## src/rtl/idu_exu_reg_if.sv

```systemverilog
// Decoded-instruction bundle carried with a valid/ready handshake between pipeline stages.
// The producer uses the master modport; the consumer uses slave and drives ready.
interface idu_exu_reg_if #(
    parameter int unsigned XLEN = 32
);
    logic            valid;
    logic            ready;
    logic [XLEN-1:0] pc;
    logic [XLEN-1:0] src1;
    logic [XLEN-1:0] src2;
    logic [XLEN-1:0] imm;
    logic [4:0]      rs1;
    logic [4:0]      rs2;
    logic            rs1_used;
    logic            rs2_used;
    logic [4:0]      rd;
    logic            r_wen;
    logic            mem_ren;
    logic            mem_wen;
    logic [3:0]      alu_op;

    modport master (
        output valid, pc, src1, src2, imm, rs1, rs2, rs1_used, rs2_used,
               rd, r_wen, mem_ren, mem_wen, alu_op,
        input  ready
    );

    modport slave (
        input  valid, pc, src1, src2, imm, rs1, rs2, rs1_used, rs2_used,
               rd, r_wen, mem_ren, mem_wen, alu_op,
        output ready
    );
endinterface

```

## src/rtl/idu_exu_reg.sv

```systemverilog
// ID/EX pipeline register: handshake capture, load-use bubble insertion, flush clearing,
// valid-gated write enables towards the forwarding arbiter, and a bubble counter.
module idu_exu_reg #(
    parameter int unsigned XLEN  = 32,
    parameter int unsigned CNT_W = 16
) (
    input  logic             i_clk,
    input  logic             i_rst_n,
    input  logic             i_flush,
    idu_exu_reg_if.slave     i_idu,
    idu_exu_reg_if.master    o_exu,
    output logic [CNT_W-1:0] o_bubble_cnt
);
    localparam logic [CNT_W-1:0] CntOne = {{(CNT_W-1){1'b0}}, 1'b1};

    logic            r_valid;
    logic [XLEN-1:0] r_pc;
    logic [XLEN-1:0] r_src1;
    logic [XLEN-1:0] r_src2;
    logic [XLEN-1:0] r_imm;
    logic [4:0]      r_rs1;
    logic [4:0]      r_rs2;
    logic            r_rs1_used;
    logic            r_rs2_used;
    logic [4:0]      r_rd;
    logic            r_r_wen;
    logic            r_mem_ren;
    logic            r_mem_wen;
    logic [3:0]      r_alu_op;
    logic [CNT_W-1:0] r_bubble_cnt;

    logic w_rs1_hit;
    logic w_rs2_hit;
    logic w_load_use;
    logic w_idu_ready;
    logic w_accept;

    // A load in EX cannot forward this cycle; a dependent ID instruction must wait one slot.
    assign w_rs1_hit   = i_idu.rs1_used & (i_idu.rs1 == r_rd);
    assign w_rs2_hit   = i_idu.rs2_used & (i_idu.rs2 == r_rd);
    assign w_load_use  = r_valid & r_mem_ren & (r_rd != 5'd0) & (w_rs1_hit | w_rs2_hit);
    assign w_idu_ready = i_flush | ((~r_valid | o_exu.ready) & ~w_load_use);
    assign w_accept    = i_idu.valid & w_idu_ready;

    always_ff @(posedge i_clk) begin
        if (!i_rst_n) begin
            r_valid      <= 1'b0;
            r_pc         <= '0;
            r_src1       <= '0;
            r_src2       <= '0;
            r_imm        <= '0;
            r_rs1        <= '0;
            r_rs2        <= '0;
            r_rs1_used   <= 1'b0;
            r_rs2_used   <= 1'b0;
            r_rd         <= '0;
            r_r_wen      <= 1'b0;
            r_mem_ren    <= 1'b0;
            r_mem_wen    <= 1'b0;
            r_alu_op     <= '0;
            r_bubble_cnt <= '0;
        end else if (i_flush) begin
            // Redirect: kill the EX slot and drop the incoming instruction; fields keep old data.
            r_valid <= 1'b0;
        end else if (w_accept) begin
            r_valid    <= 1'b1;
            r_pc       <= i_idu.pc;
            r_src1     <= i_idu.src1;
            r_src2     <= i_idu.src2;
            r_imm      <= i_idu.imm;
            r_rs1      <= i_idu.rs1;
            r_rs2      <= i_idu.rs2;
            r_rs1_used <= i_idu.rs1_used;
            r_rs2_used <= i_idu.rs2_used;
            r_rd       <= i_idu.rd;
            r_r_wen    <= i_idu.r_wen;
            r_mem_ren  <= i_idu.mem_ren;
            r_mem_wen  <= i_idu.mem_wen;
            r_alu_op   <= i_idu.alu_op;
        end else if (r_valid && o_exu.ready) begin
            r_valid <= 1'b0;
            if (w_load_use) begin
                r_bubble_cnt <= r_bubble_cnt + CntOne;
            end
        end
    end

    assign i_idu.ready = w_idu_ready;

    assign o_exu.valid    = r_valid;
    assign o_exu.pc       = r_pc;
    assign o_exu.src1     = r_src1;
    assign o_exu.src2     = r_src2;
    assign o_exu.imm      = r_imm;
    assign o_exu.rs1      = r_rs1;
    assign o_exu.rs2      = r_rs2;
    assign o_exu.rs1_used = r_rs1_used;
    assign o_exu.rs2_used = r_rs2_used;
    assign o_exu.rd       = r_rd;
    // Bubbles must never look like a pending write to the forwarding arbiter.
    assign o_exu.r_wen    = r_r_wen & r_valid;
    assign o_exu.mem_ren  = r_mem_ren & r_valid;
    assign o_exu.mem_wen  = r_mem_wen & r_valid;
    assign o_exu.alu_op   = r_alu_op;

    assign o_bubble_cnt = r_bubble_cnt;
endmodule

```

## src/flat_wrapper.sv

```systemverilog
// flat-port wrapper written by rule: the top's interface ports become plain ports
module idu_exu_reg_flat 
#(
    parameter int unsigned XLEN  = 32,
    parameter int unsigned CNT_W = 16
)
  (i_clk, i_rst_n, i_flush, o_bubble_cnt, i_idu_valid, i_idu_pc, i_idu_src1, i_idu_src2, i_idu_imm, i_idu_rs1, i_idu_rs2, i_idu_rs1_used, i_idu_rs2_used, i_idu_rd, i_idu_r_wen, i_idu_mem_ren, i_idu_mem_wen, i_idu_alu_op, i_idu_ready, o_exu_valid, o_exu_pc, o_exu_src1, o_exu_src2, o_exu_imm, o_exu_rs1, o_exu_rs2, o_exu_rs1_used, o_exu_rs2_used, o_exu_rd, o_exu_r_wen, o_exu_mem_ren, o_exu_mem_wen, o_exu_alu_op, o_exu_ready);
  idu_exu_reg_if #(.XLEN(XLEN)) i_idu_i ();
  idu_exu_reg_if #(.XLEN(XLEN)) o_exu_i ();
  input  logic i_clk;
  input  logic i_rst_n;
  input  logic i_flush;
  output logic [CNT_W-1:0] o_bubble_cnt;
  input wire logic [$bits(i_idu_i.valid)-1:0] i_idu_valid;
  input wire logic [$bits(i_idu_i.pc)-1:0] i_idu_pc;
  input wire logic [$bits(i_idu_i.src1)-1:0] i_idu_src1;
  input wire logic [$bits(i_idu_i.src2)-1:0] i_idu_src2;
  input wire logic [$bits(i_idu_i.imm)-1:0] i_idu_imm;
  input wire logic [$bits(i_idu_i.rs1)-1:0] i_idu_rs1;
  input wire logic [$bits(i_idu_i.rs2)-1:0] i_idu_rs2;
  input wire logic [$bits(i_idu_i.rs1_used)-1:0] i_idu_rs1_used;
  input wire logic [$bits(i_idu_i.rs2_used)-1:0] i_idu_rs2_used;
  input wire logic [$bits(i_idu_i.rd)-1:0] i_idu_rd;
  input wire logic [$bits(i_idu_i.r_wen)-1:0] i_idu_r_wen;
  input wire logic [$bits(i_idu_i.mem_ren)-1:0] i_idu_mem_ren;
  input wire logic [$bits(i_idu_i.mem_wen)-1:0] i_idu_mem_wen;
  input wire logic [$bits(i_idu_i.alu_op)-1:0] i_idu_alu_op;
  output wire logic [$bits(i_idu_i.ready)-1:0] i_idu_ready;
  output wire logic [$bits(o_exu_i.valid)-1:0] o_exu_valid;
  output wire logic [$bits(o_exu_i.pc)-1:0] o_exu_pc;
  output wire logic [$bits(o_exu_i.src1)-1:0] o_exu_src1;
  output wire logic [$bits(o_exu_i.src2)-1:0] o_exu_src2;
  output wire logic [$bits(o_exu_i.imm)-1:0] o_exu_imm;
  output wire logic [$bits(o_exu_i.rs1)-1:0] o_exu_rs1;
  output wire logic [$bits(o_exu_i.rs2)-1:0] o_exu_rs2;
  output wire logic [$bits(o_exu_i.rs1_used)-1:0] o_exu_rs1_used;
  output wire logic [$bits(o_exu_i.rs2_used)-1:0] o_exu_rs2_used;
  output wire logic [$bits(o_exu_i.rd)-1:0] o_exu_rd;
  output wire logic [$bits(o_exu_i.r_wen)-1:0] o_exu_r_wen;
  output wire logic [$bits(o_exu_i.mem_ren)-1:0] o_exu_mem_ren;
  output wire logic [$bits(o_exu_i.mem_wen)-1:0] o_exu_mem_wen;
  output wire logic [$bits(o_exu_i.alu_op)-1:0] o_exu_alu_op;
  input wire logic [$bits(o_exu_i.ready)-1:0] o_exu_ready;
  assign i_idu_i.valid = i_idu_valid;
  assign i_idu_i.pc = i_idu_pc;
  assign i_idu_i.src1 = i_idu_src1;
  assign i_idu_i.src2 = i_idu_src2;
  assign i_idu_i.imm = i_idu_imm;
  assign i_idu_i.rs1 = i_idu_rs1;
  assign i_idu_i.rs2 = i_idu_rs2;
  assign i_idu_i.rs1_used = i_idu_rs1_used;
  assign i_idu_i.rs2_used = i_idu_rs2_used;
  assign i_idu_i.rd = i_idu_rd;
  assign i_idu_i.r_wen = i_idu_r_wen;
  assign i_idu_i.mem_ren = i_idu_mem_ren;
  assign i_idu_i.mem_wen = i_idu_mem_wen;
  assign i_idu_i.alu_op = i_idu_alu_op;
  assign i_idu_ready = i_idu_i.ready;
  assign o_exu_valid = o_exu_i.valid;
  assign o_exu_pc = o_exu_i.pc;
  assign o_exu_src1 = o_exu_i.src1;
  assign o_exu_src2 = o_exu_i.src2;
  assign o_exu_imm = o_exu_i.imm;
  assign o_exu_rs1 = o_exu_i.rs1;
  assign o_exu_rs2 = o_exu_i.rs2;
  assign o_exu_rs1_used = o_exu_i.rs1_used;
  assign o_exu_rs2_used = o_exu_i.rs2_used;
  assign o_exu_rd = o_exu_i.rd;
  assign o_exu_r_wen = o_exu_i.r_wen;
  assign o_exu_mem_ren = o_exu_i.mem_ren;
  assign o_exu_mem_wen = o_exu_i.mem_wen;
  assign o_exu_alu_op = o_exu_i.alu_op;
  assign o_exu_i.ready = o_exu_ready;
  idu_exu_reg #(.XLEN(XLEN), .CNT_W(CNT_W)) u_core (.i_clk(i_clk), .i_rst_n(i_rst_n), .i_flush(i_flush), .i_idu(i_idu_i), .o_exu(o_exu_i), .o_bubble_cnt(o_bubble_cnt));
endmodule
```

## config.mk

```make
export PLATFORM = sky130hd
export DESIGN_NAME = idu_exu_reg_flat
export DESIGN_NICKNAME = d
export VERILOG_FILES = /design/src/rtl/idu_exu_reg_if.sv /design/src/rtl/idu_exu_reg.sv /design/src/flat_wrapper.sv
export SDC_FILE = /design/constraint.sdc
export NUM_CORES = 1
export LEC_CHECK = 0
export CORE_MARGIN = 3
export CORE_UTILIZATION = 35
export DETAILED_ROUTE_END_ITERATION = 8
export PLACE_DENSITY = 0.72
export REMOVE_ABC_BUFFERS = 1
export SLEW_MARGIN = 20
export SYNTH_ARGS = -nofsm -noshare
export SYNTH_HDL_FRONTEND = slang
export SYNTH_SLANG_ARGS = --single-unit
```

## constraint.sdc

```tcl
create_clock -name i_clk -period 2.1 [get_ports i_clk]
set_input_delay 0.315 -clock i_clk [delete_from_list [all_inputs] [get_ports i_clk]]
set_output_delay 0.315 -clock i_clk [all_outputs]
set_load 0.05 [all_outputs]
```

==> results.tsv <==
metric	value	unit
clock.fmax	442	MHz
grt_pass1_wl	33.3	mm
setup_viol	142	
synth_cells	790	
rsz0062_at_grt	true	
worstHoldPathType	in -> reg	
io_pins	327	
critical_path.slowest_cell	or4_4	
firstDrtPassIters	5	
antenna_left	0	
cp_max_fo	5	
synth_top_area_cell	dfxtp_1	
reg2reg_depth	10	
die_h	142	um
drc	0	
dpl_cell_area	10100	um2
status	finished with violations	
final_cell_area	12000	um2
fin_crit	2.26	ns
grt_use_total	20.6	%
hold_end	u_core.o_exu.rs2[2]$_SDFFE_PN0P_	
yosysTopAreaCellShare	52.2	%
drive_above_1_share	17.3	%
avgViaCountPerCell	5.05	
grt.busiest_layer	met2	
max_slew_margin	62.2	%
min_path_cells	3	
setup_ws	-0.163	ns
core-area	18100	um2
netlist-cell-type-count	32	
cts_tree	done	
vias	7016	
synth_warnings	0	
vdd_drop_max	0.000662	V
areaGrowthSynthToFinish	85.2	%
final_util	66.4	%
rows	49	
dpl.hpwl	15.0	mm
die_x	142	um
start_util	35.8	%
grt_start_max_net_pins	81	
fin_nets	1304	
reg2reg_slack	-0.14	ns
cp_data_required_time	1.78	ns
cts_buffers	17	
wirelength	23.8	mm
ys_async_sr_fraction	0	%
synth_flop_cell	dfxtp_1	
endpoint_kind	primary output	
seq_area_frac_synth	52.2	%
slowest_delay	0.55	ns
netlist_area	6480	um2
layoutNonFillerInstCount	1388	
skew	0.0101	ns
io_buffers	326	
finalMaxSlewViolations	0	
p_leak	0.00432	uW
reg2reg_to	u_core.o_exu.imm[9]$_SDFFE_PN0P_	
power_density	703	nW/um2
place_inst	1314	
synth_edf_count	0	
r2r-start	u_core.o_exu.rd[1]$_SDFFE_PN0P_	
worstHoldStart	i_idu_rs2[2]	
clockBufferDepth	2	
avgSynthCellArea	8.20	um2
synth_area_leaders	dfxtp_1 52%, nand3_1 12%, o21ai_0 11%	
critPathArrivalTime	1.95	ns
wl_per_cell	17.1	um
synth_seq_cells	169	
max-cap-violations	0	
grt_use_met1	24.4	%
drt_iter0_drc	298	
h-tree-depth	4	
crit_chain	or4_4, o21a_4, nand2_2, a21o_1, buf_6	
clk_latency	0.43	ns
hold_viol	0	
root_buffer	clkbuf_16	
grt.overflow.total	0	
worstSetupPathType	reg -> out	
grt_pass1_vias	6463	
critPathLaunchType	flip-flop	
yosys-top-cells-count	169 x dfxtp_1, 162 x nand2_1, 159 x nand3_1	
grt_antenna_before_repair	0	
violations	setup timing	
yosys.cell_count.top_type	dfxtp_1	
clkSlewWorstSetupHoldPaths	0.06	ns
clkSinkCount	169	
dieArea	20200	um2
diodes	0	
worst_slew_pin_slew	0.565	ns
grt.met3_usage	8.37	%
grtUsageMet2	34.2	%
finalCritPeriodShare	108	%
gp_congestion	0.813	
-- final cells by class --
cell class / instances / area, um2
clock inverters: 12 / 139
fillers: 1446 / 6080
clock buffers: 20 / 447
inverters: 2 / 7.51
multi-input cells: 549 / 3090
flip-flops and latches: 169 / 3390
repair buffers: 407 / 4640
well taps: 229 / 287
-- logic make-up after synthesis --
group	Yosys count	share of synthesized area (%)
AOI/OAI and AO/OA	182	14.8
xor gates and xnor gates	13	1.76
adders and majority gates	1	0.193
buffers and inverters	72	6.01
DFF	169	52.2
and+or+nand+nor	353	25.0
-- timing repair --
item / in CTS / in global routing
pin swaps: 4 / 59
cloned: 12 / 13
hold buffers: 0 / 0
gates resized for setup: 34 / 192
setup buffers: 9 / 9
endpoints found under the setup margin: 89 / 161
-- worst max-delay path by stage --
| stage | start | end | slack (ns) | cells after the start |
|---|---|---|---|---|
| 6_report | u_core.o_exu.rd[1]$_SDFFE_PN0P_ | i_idu_ready | -0.16 | 5 |
| 5_1_grt | u_core.o_exu.rd[1]$_SDFFE_PN0P_ | i_idu_ready | -0.22 | 7 |
| 4_1_cts | u_core.o_exu.rd[3]$_SDFFE_PN0P_ | i_idu_ready | -0.14 | 5 |
| 3_5_place_dp | i_idu_rs2[1] | u_core.o_bubble_cnt[11]$_SDFFE_PN0P_ | -0.34 | 8 |
| 3_3_place_gp | i_idu_rs2[1] | u_core.o_bubble_cnt[14]$_SDFFE_PN0P_ | -0.31 | 8 |
| 2_1_floorplan | u_core.o_exu.rd[1]$_SDFFE_PN0P_ | u_core.o_exu.alu_op[0]$_SDFFE_PN0P_ | -3.06 | 4 |
-- metrics by stage --
step / setup slack [ns] / hold WS, ns / total power [uW] / TNS, ns
floorplan: -3.06 / 0.393 / 4190 / -467.59
global placement: -0.309 / 0.435 / 5000 / -21.67
detailed placement: -0.337 / 0.440 / 5020 / -26.37
CTS: -0.142 / 0.408 / 8320 / -10.20
global route: -0.221 / 0.311 / 8730 / -19.15
finish: -0.163 / 0.290 / 8440 / -11.17
-- flip-flops by register name, indices dropped and copies added, names as in the netlist, 4 cells and up --
signal and count:
u_core.o_exu.imm 32, u_core.o_exu.pc 32, u_core.o_exu.src1 32, u_core.o_exu.src2 32, u_core.o_bubble_cnt 16, u_core.o_exu.rd 5, u_core.o_exu.rs1 5, u_core.o_exu.rs2 5
u_core.o_exu.alu_op 4
-- power breakdown --
group	switching, uW	total (uW)	leakage, uW	internal (uW)
combinational	1000	1830	0.00267	828
clock	1370	3180	0.000274	1800
sequential	79.2	3430	0.00138	3350
-- worst max-delay path: cells and delay by family, from the launching register on --
kind | cells | cell delay [ns]
DFF | 1 | 0.37
buffers and inverters | 1 | 0.16
and+or+nand+nor | 2 | 0.63
AOI/OAI and AO/OA | 2 | 0.36
-- placed cells by master, fill, tap and decap left out, types with 3 or more instances in the layout --
cell / Yosys / routed
clkdlybuf4s50_1: 0 / 318
dfxtp_1: 169 / 164
nand2_1: 162 / 161
nand3_1: 159 / 122
o21ai_1: 13 / 75
o21ai_0: 143 / 44
o21ai_2: 0 / 36
nand3_2: 1 / 34
clkbuf_16: 0 / 29
buf_4: 0 / 29
buf_12: 0 / 16
buf_16: 0 / 13
xnor2_1: 12 / 12
a21oi_1: 12 / 11
o31ai_1: 8 / 8
or4_1: 9 / 8
buf_6: 1 / 6
buf_8: 8 / 6
and2_1: 5 / 5
nand4_1: 5 / 5
inv_6: 0 / 5
nand3_4: 0 / 4
clkinvlp_4: 0 / 4
dlymetal6s2s_1: 0 / 4
and3_1: 3 / 3
or3_1: 3 / 3
dfxtp_2: 0 / 3
-- per-layer routing --
layer / wire length, um / vias to the layer above
met3: 2070 / 32
met4: 414 / 0
li1: - / 3451
met2: 11800 / 251
met1: 9510 / 3282
met5: 0 / -
Power figures use the tool's default switching activity.
